<file path="src/rtl/cp0_pkg.sv">
`default_nettype none
// ============================================================================
// Module      : cp0_pkg
// Description : Shared constants for the MEM-stage coprocessor 0: register
//               numbers, ExcCode values, SR/Cause field positions and an
//               address-alignment helper.
// Revision    : 1.0 - initial release
// ============================================================================
package cp0_pkg;

    // CP0 register numbers
    localparam logic [4:0] c_reg_count   = 5'd9;
    localparam logic [4:0] c_reg_compare = 5'd11;
    localparam logic [4:0] c_reg_sr      = 5'd12;
    localparam logic [4:0] c_reg_cause   = 5'd13;
    localparam logic [4:0] c_reg_epc     = 5'd14;
    localparam logic [4:0] c_reg_prid    = 5'd15;

    // ExcCode values
    localparam logic [4:0] c_exc_int     = 5'd0;
    localparam logic [4:0] c_exc_adel    = 5'd4;
    localparam logic [4:0] c_exc_ades    = 5'd5;
    localparam logic [4:0] c_exc_syscall = 5'd8;
    localparam logic [4:0] c_exc_ri      = 5'd10;
    localparam logic [4:0] c_exc_ov      = 5'd12;

    // SR / Cause bit-field positions
    localparam int c_sr_ie       = 0;
    localparam int c_sr_exl      = 1;
    localparam int c_im_lo       = 10;
    localparam int c_im_hi       = 15;
    localparam int c_cause_bd    = 31;
    localparam int c_exc_lo      = 2;
    localparam int c_exc_hi      = 6;

    // Word-align an address by forcing the two low bits to zero
    function automatic logic [31:0] align4(input logic [31:0] a);
        return {a[31:2], 2'b00};
    endfunction

endpackage
`default_nettype wire

</file>
<file path="src/rtl/cp0_if.sv">
`default_nettype none
// ============================================================================
// Module      : cp0_if
// Description : M-stage pipeline <-> CP0 signal bundle. The master is the
//               pipeline (issues mtc0/mfc0/eret and exception info); the
//               slave is cp0_unit.
// Revision    : 1.0 - initial release
// ============================================================================
interface cp0_if;
    logic        we;
    logic [4:0]  addr;
    logic [31:0] din;
    logic [31:0] pc_in;
    logic        bd_in;
    logic [4:0]  exc_code_in;
    logic [5:0]  hw_int;
    logic        eret;
    logic [31:0] dout;
    logic [31:0] epc_out;
    logic [31:0] handler_pc;
    logic        req;

    modport master (
        output we, addr, din, pc_in, bd_in, exc_code_in, hw_int, eret,
        input  dout, epc_out, handler_pc, req
    );

    modport slave (
        input  we, addr, din, pc_in, bd_in, exc_code_in, hw_int, eret,
        output dout, epc_out, handler_pc, req
    );
endinterface
`default_nettype wire

</file>
<file path="src/rtl/cp0_timer.sv">
`default_nettype none
// ============================================================================
// Module      : cp0_timer
// Description : Count/Compare timer for CP0. Count free-runs and can be
//               loaded by mtc0; tip is raised when Count is about to reach a
//               non-zero Compare and is cleared by any write to Compare.
//               Only instantiated when CP0_TIMER_EN is defined.
// Revision    : 1.0 - initial release
// ============================================================================
module cp0_timer (
    input  wire logic        clk,
    input  wire logic        reset,
    input  wire logic        i_count_we,
    input  wire logic        i_compare_we,
    input  wire logic [31:0] i_din,
    output logic [31:0]      o_count,
    output logic [31:0]      o_compare,
    output logic             o_tip
);
    logic [31:0] r_count;
    logic [31:0] r_compare;
    logic        r_tip;
    logic [31:0] w_count_inc;

    assign w_count_inc = r_count + 32'd1;

    // Count/Compare registers and the sticky timer-interrupt flag
    always_ff @(posedge clk) begin
        if (reset) begin
            r_count   <= 32'd0;
            r_compare <= 32'd0;
            r_tip     <= 1'b0;
        end else begin
            r_count <= i_count_we ? i_din : w_count_inc;
            if (i_compare_we) begin
                r_compare <= i_din;
                r_tip     <= 1'b0;
            end else if ((w_count_inc == r_compare) && (r_compare != 32'd0)) begin
                r_tip <= 1'b1;
            end
        end
    end

    assign o_count   = r_count;
    assign o_compare = r_compare;
    assign o_tip     = r_tip;
endmodule
`default_nettype wire

</file>
<file path="src/rtl/cp0_unit.sv">
`default_nettype none
// ============================================================================
// Module      : cp0_unit
// Description : MEM-stage coprocessor 0. Holds SR/Cause/EPC/PRId, decides
//               interrupt/exception entry (req), and supplies the handler
//               PC and the (bypassed) EPC for eret.
//               Optional macro CP0_TIMER_EN adds Count(9)/Compare(11).
// Revision    : 1.0 - initial release
// ============================================================================
module cp0_unit
    import cp0_pkg::*;
#(
    parameter logic [31:0] PRID_VAL     = 32'h0000_4180,
    parameter logic [31:0] HANDLER_ADDR = 32'h0000_4180
) (
    input  wire logic clk,
    input  wire logic reset,
    cp0_if.slave      bus
);
    logic [5:0]  r_im;
    logic        r_exl;
    logic        r_ie;
    logic        r_bd;
    logic [5:0]  r_ip;
    logic [4:0]  r_exc_code;
    logic [31:0] r_epc;

    logic        w_tip;
    logic [5:0]  w_ip_next;
    logic        w_int_req;
    logic        w_exc_req;
    logic        w_req;
    logic        w_mtc0;
    logic [31:0] w_sr;
    logic [31:0] w_cause;

`ifdef CP0_TIMER_EN
    logic [31:0] w_count;
    logic [31:0] w_compare;

    cp0_timer u_timer (
        .clk          (clk),
        .reset        (reset),
        .i_count_we   (w_mtc0 && (bus.addr == c_reg_count)),
        .i_compare_we (w_mtc0 && (bus.addr == c_reg_compare)),
        .i_din        (bus.din),
        .o_count      (w_count),
        .o_compare    (w_compare),
        .o_tip        (w_tip)
    );
`else
    assign w_tip = 1'b0;
`endif

    // IP[7] merges the timer flag with the highest external line
    assign w_ip_next = {bus.hw_int[5] | w_tip, bus.hw_int[4:0]};

    // Entry decision uses live interrupt lines so req is seen the same cycle;
    // interrupts win over exceptions, and reset forces req low immediately
    assign w_int_req = (|(w_ip_next & r_im)) & r_ie & ~r_exl;
    assign w_exc_req = (bus.exc_code_in != c_exc_int) & ~r_exl;
    assign w_req     = (w_int_req | w_exc_req) & ~reset;
    assign w_mtc0    = bus.we & ~w_req;

    assign w_sr    = {16'd0, r_im, 8'd0, r_exl, r_ie};
    assign w_cause = {r_bd, 15'd0, r_ip, 3'd0, r_exc_code, 2'd0};

    // CP0 state: exception entry has priority over mtc0 and eret
    always_ff @(posedge clk) begin
        if (reset) begin
            r_im       <= 6'd0;
            r_exl      <= 1'b0;
            r_ie       <= 1'b0;
            r_bd       <= 1'b0;
            r_ip       <= 6'd0;
            r_exc_code <= 5'd0;
            r_epc      <= 32'd0;
        end else begin
            r_ip <= w_ip_next;
            if (w_req) begin
                r_exl      <= 1'b1;
                r_bd       <= bus.bd_in;
                r_exc_code <= w_int_req ? c_exc_int : bus.exc_code_in;
                r_epc      <= align4(bus.bd_in ? (bus.pc_in - 32'd4) : bus.pc_in);
            end else begin
                if (w_mtc0 && (bus.addr == c_reg_sr)) begin
                    r_im  <= bus.din[c_im_hi:c_im_lo];
                    r_exl <= bus.din[c_sr_exl];
                    r_ie  <= bus.din[c_sr_ie];
                end
                if (w_mtc0 && (bus.addr == c_reg_epc)) begin
                    r_epc <= align4(bus.din);
                end
                if (bus.eret) begin
                    r_exl <= 1'b0;
                end
            end
        end
    end

    // mfc0 read mux, combinational on addr
    always_comb begin
        bus.dout = 32'd0;
        case (bus.addr)
            c_reg_sr:      bus.dout = w_sr;
            c_reg_cause:   bus.dout = w_cause;
            c_reg_epc:     bus.dout = r_epc;
            c_reg_prid:    bus.dout = PRID_VAL;
`ifdef CP0_TIMER_EN
            c_reg_count:   bus.dout = w_count;
            c_reg_compare: bus.dout = w_compare;
`endif
            default:       bus.dout = 32'd0;
        endcase
    end

    // EPC bypass lets an mtc0 EPC be followed directly by eret
    assign bus.epc_out    = (bus.we && (bus.addr == c_reg_epc)) ? align4(bus.din) : r_epc;
    assign bus.handler_pc = HANDLER_ADDR;
    assign bus.req        = w_req;
endmodule
`default_nettype wire
</file>
<file path="src/flat_wrapper.sv">
// flat-port wrapper written by rule: the top's interface ports become plain ports
module cp0_unit_flat import cp0_pkg::*;
#(
    parameter logic [31:0] PRID_VAL     = 32'h0000_4180,
    parameter logic [31:0] HANDLER_ADDR = 32'h0000_4180
)
  (clk, reset, bus_we, bus_addr, bus_din, bus_pc_in, bus_bd_in, bus_exc_code_in, bus_hw_int, bus_eret, bus_dout, bus_epc_out, bus_handler_pc, bus_req);
  cp0_if bus_i ();
  input  wire logic clk;
  input  wire logic reset;
  input wire logic [$bits(bus_i.we)-1:0] bus_we;
  input wire logic [$bits(bus_i.addr)-1:0] bus_addr;
  input wire logic [$bits(bus_i.din)-1:0] bus_din;
  input wire logic [$bits(bus_i.pc_in)-1:0] bus_pc_in;
  input wire logic [$bits(bus_i.bd_in)-1:0] bus_bd_in;
  input wire logic [$bits(bus_i.exc_code_in)-1:0] bus_exc_code_in;
  input wire logic [$bits(bus_i.hw_int)-1:0] bus_hw_int;
  input wire logic [$bits(bus_i.eret)-1:0] bus_eret;
  output wire logic [$bits(bus_i.dout)-1:0] bus_dout;
  output wire logic [$bits(bus_i.epc_out)-1:0] bus_epc_out;
  output wire logic [$bits(bus_i.handler_pc)-1:0] bus_handler_pc;
  output wire logic [$bits(bus_i.req)-1:0] bus_req;
  assign bus_i.we = bus_we;
  assign bus_i.addr = bus_addr;
  assign bus_i.din = bus_din;
  assign bus_i.pc_in = bus_pc_in;
  assign bus_i.bd_in = bus_bd_in;
  assign bus_i.exc_code_in = bus_exc_code_in;
  assign bus_i.hw_int = bus_hw_int;
  assign bus_i.eret = bus_eret;
  assign bus_dout = bus_i.dout;
  assign bus_epc_out = bus_i.epc_out;
  assign bus_handler_pc = bus_i.handler_pc;
  assign bus_req = bus_i.req;
  cp0_unit #(.PRID_VAL(PRID_VAL), .HANDLER_ADDR(HANDLER_ADDR)) u_core (.clk(clk), .reset(reset), .bus(bus_i));
endmodule
</file>
<file path="config.mk">
export PLATFORM = sky130hd
export DESIGN_NAME = cp0_unit_flat
export DESIGN_NICKNAME = d
export VERILOG_FILES = /design/src/rtl/cp0_pkg.sv /design/src/rtl/cp0_if.sv /design/src/rtl/cp0_timer.sv /design/src/rtl/cp0_unit.sv /design/src/flat_wrapper.sv
export SDC_FILE = /design/constraint.sdc
export NUM_CORES = 1
export LEC_CHECK = 0
export CAP_MARGIN = 20
export CORE_MARGIN = 1
export CORE_UTILIZATION = 43
export DETAILED_ROUTE_END_ITERATION = 12
export PLACE_DENSITY = 0.87
export SETUP_SLACK_MARGIN = 0.05
export SYNTH_ARGS = -nofsm -noshare
export SYNTH_HDL_FRONTEND = slang
export SYNTH_SLANG_ARGS = --single-unit
</file>
<file path="constraint.sdc">
create_clock -name clk -period 6.6 [get_ports clk]
set_input_delay 1.32 -clock clk [delete_from_list [all_inputs] [get_ports clk]]
set_output_delay 1.32 -clock clk [all_outputs]
set_load 0.005 [all_outputs]
</file>
==> results of run 1 <==
-- logic make-up after synthesis --
| kind of cell | synth area share, % |
|---|---|
| and+or+nand+nor | 23.9 |
| AOI/OAI and AO/OA | 13.2 |
| buffers and inverters | 11.1 |
| DFF | 29.6 |
| muxes | 14.1 |
| xor gates and xnor gates | 7.52 |
| other | 0.222 |
| adders and majority gates | 0.370 |
-- cells in the final DEF, fill, tap and decap left out, drive strengths merged, types with 2 or more instances in the layout --
cell / instances
nor3: 11
mux2i: 14
a22oi: 11
nand3b: 2
dfxtp: 50
nand2: 18
clkbuf: 8
or4: 8
and2: 2
xnor2: 16
a21oi: 23
conb: 34
nand4: 2
nand3: 6
o21ai: 12
mux2: 30
nor2b: 8
nor2: 54
nor4: 11
inv: 6
or3: 3
clkdlybuf4s50: 145
buf: 5
xor2: 13
and3: 18
a211oi: 14
a22o: 3
-- sequential cells by signal (all words and copies together) (netlist names) --
register           count
u_core.r_bd            1
u_core.r_epc          30
u_core.r_exc_code      5
u_core.r_exl           1
u_core.r_ie            1
u_core.r_im            6
u_core.r_ip            6
-- metal layers --
layer	wire length (um)	GRT usage, %
met1	4360	29.6
met5	0	0
met2	5070	42.2
met3	648	2.78
met4	134	5.65
-- metrics by stage --
stage,total power (uW),cell area (um^2)
4_1_cts,753,4900
6_report,752,4900
2_1_floorplan,443,3500
5_1_grt,784,4900
3_3_place_gp,546,4790
3_5_place_dp,551,4790
-- final cells by class --
cell class	count	area [um^2]	area share, %
Multi-Input combinational cell	326	2140	43.6
Timing Repair Buffer	150	1500	30.7
Sequential cell	50	1000	20.4
Tap cell	99	124	2.53
Clock buffer	8	110	2.25
Inverter	6	22.5	0.460
-- worst max-delay path, stage by stage --
cell	delay [ns]
clkdlybuf4s50_1	0.73
nor2b_2	0.22
buf_4	0.31
nand3_1	0.52
buf_12	0.37
mux2_2	0.25
clkdlybuf4s50_1	0.53
-- power groups by stage --
stage	logic (uW)	registers, uW	clock network, uW
6_report	212	335	206
2_1_floorplan	106	337	0
4_1_cts	211	334	208
5_1_grt	227	337	219
3_3_place_gp	206	340	0
3_5_place_dp	209	342	0
-- final timing paths --
path	from	endpoint	slack, ns	cells past startpoint
worst min-delay path	u_core.r_bd	u_core.r_bd	0.47	2
worst max register to register	u_core.r_im[1]	u_core.r_exl	4.53	5
worst max-delay path	bus_addr[1]	bus_epc_out[5]	1.03	7
worst min register to register	u_core.r_bd	u_core.r_bd	0.47	2
==> flow_summary.ini, run 1 <==
[layout]
finalNonFillerCells = 639
nets = 625
drive_gt1_share_pct = 9.81
n_fill_cell = 589
diodes = 0
synthToLayoutAreaGrowth_pct = 44.9
utilization_pct = 66.1

[global_route]
grt_use_total_pct = 23.5
antenna_found_initial = 0
grt_pass1_wl_um = 15400
grt_max_degree = 57
gr-total-overflow = 0
grt_pass1_vias = 3108

[placed_design]
dpl_worst_slack_ns = 1.06
gp_congestion = 0.950
hpwl_um = 7970
port_buffers = 145
dp.cells = 631

[die]
die_h_um = 90.6
coreArea_um2 = 7410
pin_count = 182
die_w_um = 90.6
die_area_um2 = 8210
row_count = 31
initial_core_util_pct = 45.6

[clock_network]
clkLatencyLatePin_ns = 0.30
cts_resized = 0
cts_tree = yes
cts-htree-levels = 2
ctsLongestPathBuffers = 2
cts_root_buffer = clkbuf_8
cts_setup_buffers = 0
cts_buffers = 5
cts.clk_slew.worst_paths_ns = 0.08
cts_hold_buffers = 0
clkSinkCount = 50

[setup_path]
path_class = in -> out
cp_max_fo = 29
crit_required_ns = 5.28
cp-start-kind = primary input
critical_path_arrival_ns = 4.25
critPathCaptureType = output port

[flow_run]
maxCapViolCount = 0

[routing]
wire_per_inst_um = 16.0
ant_nets = 0
drt_wl_total_um = 10200
drc = 0
drtIter0Drc = 194
vias_per_cell = 5.31
vias = 3391
dr.pass1.iters = 5

[logic_synthesis]
synth_top_flop_cell = dfxtp_1
synthesis.area_um2 = 3380
synth_most_common_cell = nor2_1
ys_seq_area_share_pct = 29.6
synth_top_cell_area_share_pct = 29.6
ys.warnings.count = 0
avgSynthCellArea_um2 = 8.26
yosysTopAreaCell = dfxtp_1
synth-async-reset-ratio_pct = 0
ys_types = 45
syn_inst = 409
synthTopCellsByArea = dfxtp_1 (30%), mux2_2 (10%), buf_4 (7.6%), nor2_1 (6.0%), mux2i_1 (4.1%)
synthTopCellsByCount = nor2_1 (54), dfxtp_1 (50), buf_4 (34)
synth_edf_count = 0
synth_seq_cells = 50

[sta]
max_freq_mhz = 179
final_max_slew_viol_count = 0
max-slew-margin-rel_pct = 57.5
setup_viol = 0
hold_viol = 0
whs_ns = 0.470
clock_skew_ns = 0.00825
setup_tns_ns = 0
tightest_slew_ns = 0.636
period_needed_ns = 5.57
rsz0062_at_grt = false
fin_crit_sh_pct = 84.4
setup_ws_ns = 1.03

[pwr]
power_frac_seq_pct = 44.5
pwr-share-clk_pct = 27.3
vdd_drop_max_mv = 0.0821
p_comb_share_pct = 28.1
power_switching_uw = 205
p_int_uw = 547
p_leak_uw = 0.00189
power_density_nw_per_um2 = 154
swShare_pct = 27.3

[run_status]
run_status = completed

[worst_hold_path]
hold_class = reg -> reg
(Power assumes the default switching activity.)
==> run 2, diff against run 1 <==
--- a/config.mk
+++ b/config.mk
@@ -7,9 +7,9 @@
 export LEC_CHECK = 0
 export CAP_MARGIN = 20
 export CORE_MARGIN = 1
-export CORE_UTILIZATION = 43
+export CORE_UTILIZATION = 40
 export DETAILED_ROUTE_END_ITERATION = 12
-export PLACE_DENSITY = 0.87
+export PLACE_DENSITY = 0.82
 export SETUP_SLACK_MARGIN = 0.05
 export SYNTH_ARGS = -nofsm -noshare
 export SYNTH_HDL_FRONTEND = slang
==> constraint.sdc (replaced) <==
create_clock -name clk -period 5.25 [get_ports clk]
set_input_delay 1.05 -clock clk [delete_from_list [all_inputs] [get_ports clk]]
set_output_delay 1.05 -clock clk [all_outputs]
set_load 0.005 [all_outputs]
==> run 2 against run 1 <==
  * Clock skew down 0.00076 ns
  * Wire length decreased by 1.8%
  * Non-clock buffer count is 1 higher
  * Critical path type unchanged
  * Clock power grew 33%
  * Power grew 28%
==> flow_summary.ini, run 2 (same netlist as run 1, synthesis figures left out) <==
[setup_path]
crit_path_cell_trace = clkdlybuf4s50_1, nor2b_2, nand3_1, buf_4, mux2_2, clkdlybuf4s50_1
timing.rr.start = u_core.r_im[1]
r2r_end = u_core.r_exl
cp-start-kind = primary input
reg2reg_slack_ns = 3.22
critical_path_arrival_ns = 3.31
critPathMostFrequentCell = clkdlybuf4s50_1
critPathCaptureType = output port
reg2regPathDepth = 5
cp_max_fo = 30
crit_required_ns = 4.20
cp_slowest_stage_delay_ns = 0.63
path_class = in -> out
crit_slowest_cell = clkdlybuf4s50_1

[global_route]
grt_pass1_vias = 3074
antenna_found_initial = 0
grt_use_total_pct = 22.2
grt_pass1_wl_um = 15100
grt_max_degree = 57
gr-total-overflow = 0

[run_status]
run_status = completed

[clock_network]
cts_tree = yes
cts_resized = 0
cts_setup_buffers = 0
cts-htree-levels = 2
clkSinkCount = 50
cts_root_buffer = clkbuf_8
cts_hold_buffers = 0
ctsLongestPathBuffers = 2
clkLatencyLatePin_ns = 0.30
cts.clk_slew.worst_paths_ns = 0.09
cts_buffers = 5

[pwr]
vdd_drop_max_mv = 0.117
p_comb_share_pct = 27.7
power_switching_uw = 252
p_int_uw = 707
swShare_pct = 26.3
power_frac_seq_pct = 43.8
p_leak_uw = 0.00189
pwr-share-clk_pct = 28.5
power_density_nw_per_um2 = 196

[routing]
drt_wl_total_um = 10000
wire_per_inst_um = 15.5
drtIter0Drc = 133
dr.pass1.iters = 4
drc = 0
vias = 3364
vias_per_cell = 5.22
ant_nets = 0

[sta]
final_max_slew_viol_count = 0
max_freq_mhz = 229
clock_skew_ns = 0.00749
setup_viol = 0
tightest_slew_ns = 0.673
whs_ns = 0.472
period_needed_ns = 4.36
max-slew-margin-rel_pct = 54.5
rsz0062_at_grt = false
hold_viol = 0
fin_crit_sh_pct = 83.1
setup_tns_ns = 0

[worst_hold_path]
hold_class = reg -> reg
worstHoldPathCells = 2
hold_end = u_core.r_bd
hold_start = u_core.r_bd

[layout]
utilization_pct = 59.9
final_common_cell = clkdlybuf4s50_1
final_cell_mix = clkdlybuf4s50_1 (145), nor2_1 (54), dfxtp_1 (50), conb_1 (34), mux2_2 (30)
top_register = u_core.r_epc
nets = 626
largest_register_ffs = 30
n_fill_cell = 743
synthToLayoutAreaGrowth_pct = 45.1
drive_gt1_share_pct = 9.81
largestRegisters = u_core.r_epc (30), u_core.r_im (6), u_core.r_ip (6)
diodes = 0

[die]
die_area_um2 = 8820
die_w_um = 93.9
pin_count = 182
row_count = 33
initial_core_util_pct = 41.3
die_h_um = 93.9
coreArea_um2 = 8180

[flow_run]
maxCapViolCount = 0

[placed_design]
port_buffers = 145
hpwl_um = 7750
gp_congestion = 0.905
-- run 2: cell count changes in the layout (fill, tap and decap cells not counted), sizes merged --
cell	before	now
clkbuf	8	6
buf	5	6
bufinv	0	1
-- run 2: final cells by class --
cell class                      instances  area [um^2]  area share, %
Clock inverter                          1         30.0          0.613
Multi-Input combinational cell        326         2140           43.6
Timing Repair Buffer                  151         1500           30.5
Sequential cell                        50         1000           20.4
Tap cell                              105          131           2.68
Clock buffer                            6         82.6           1.68
Inverter                                6         22.5          0.460
-- run 2: through the flow --
stage | setup slack (ns) | area (um^2) | cells | power, uW
finish | 0.889 | 4900 | 645 | 959
global route | 0.769 | 4900 | 645 | 1000
CTS | 0.912 | 4900 | 645 | 963
detailed placement | 0.909 | 4790 | 638 | 693
global placement | 0.930 | 4790 | 638 | 687
floorplan | 1.98 | 3500 | 441 | 557
-- run 2: routing by layer --
layer | global-route usage, % | vias to the layer above | share of wire (%)
met3 | 4.21 | 11 | 8.6
met1 | 28.5 | 1562 | 42
met2 | 37.9 | 148 | 48
met4 | 6.15 | 0 | 1.7
li1 | - | 1643 | -
met5 | 0 | - | 0
-- run 2: worst max path at each step --
stage / end / slack, ns / cells after the start / startpoint
finish: bus_epc_out[17] / 0.89 / 6 / bus_addr[1]
global route: bus_req / 0.77 / 6 / bus_exc_code_in[3]
CTS: bus_req / 0.91 / 6 / bus_hw_int[1]
detailed placement: bus_req / 0.91 / 6 / bus_hw_int[1]
global placement: bus_epc_out[17] / 0.93 / 6 / bus_addr[1]
floorplan: bus_req / 1.98 / 5 / bus_exc_code_in[3]
-- run 2: worst max-delay path: cells and delay by family --
kind	cells	cell delay [ns]
buffers and inverters	3	1.48
muxes	1	0.40
and+or+nand+nor	2	0.35
-- run 2: power groups by stage --
stage | Clock (uW) | Combinational, uW | Sequential, uW
after floorplan | 0 | 133 | 424
after global placement | 0 | 260 | 428
after detailed placement | 0 | 264 | 429
after CTS | 278 | 265 | 420
after global routing | 293 | 288 | 424
final | 274 | 265 | 420
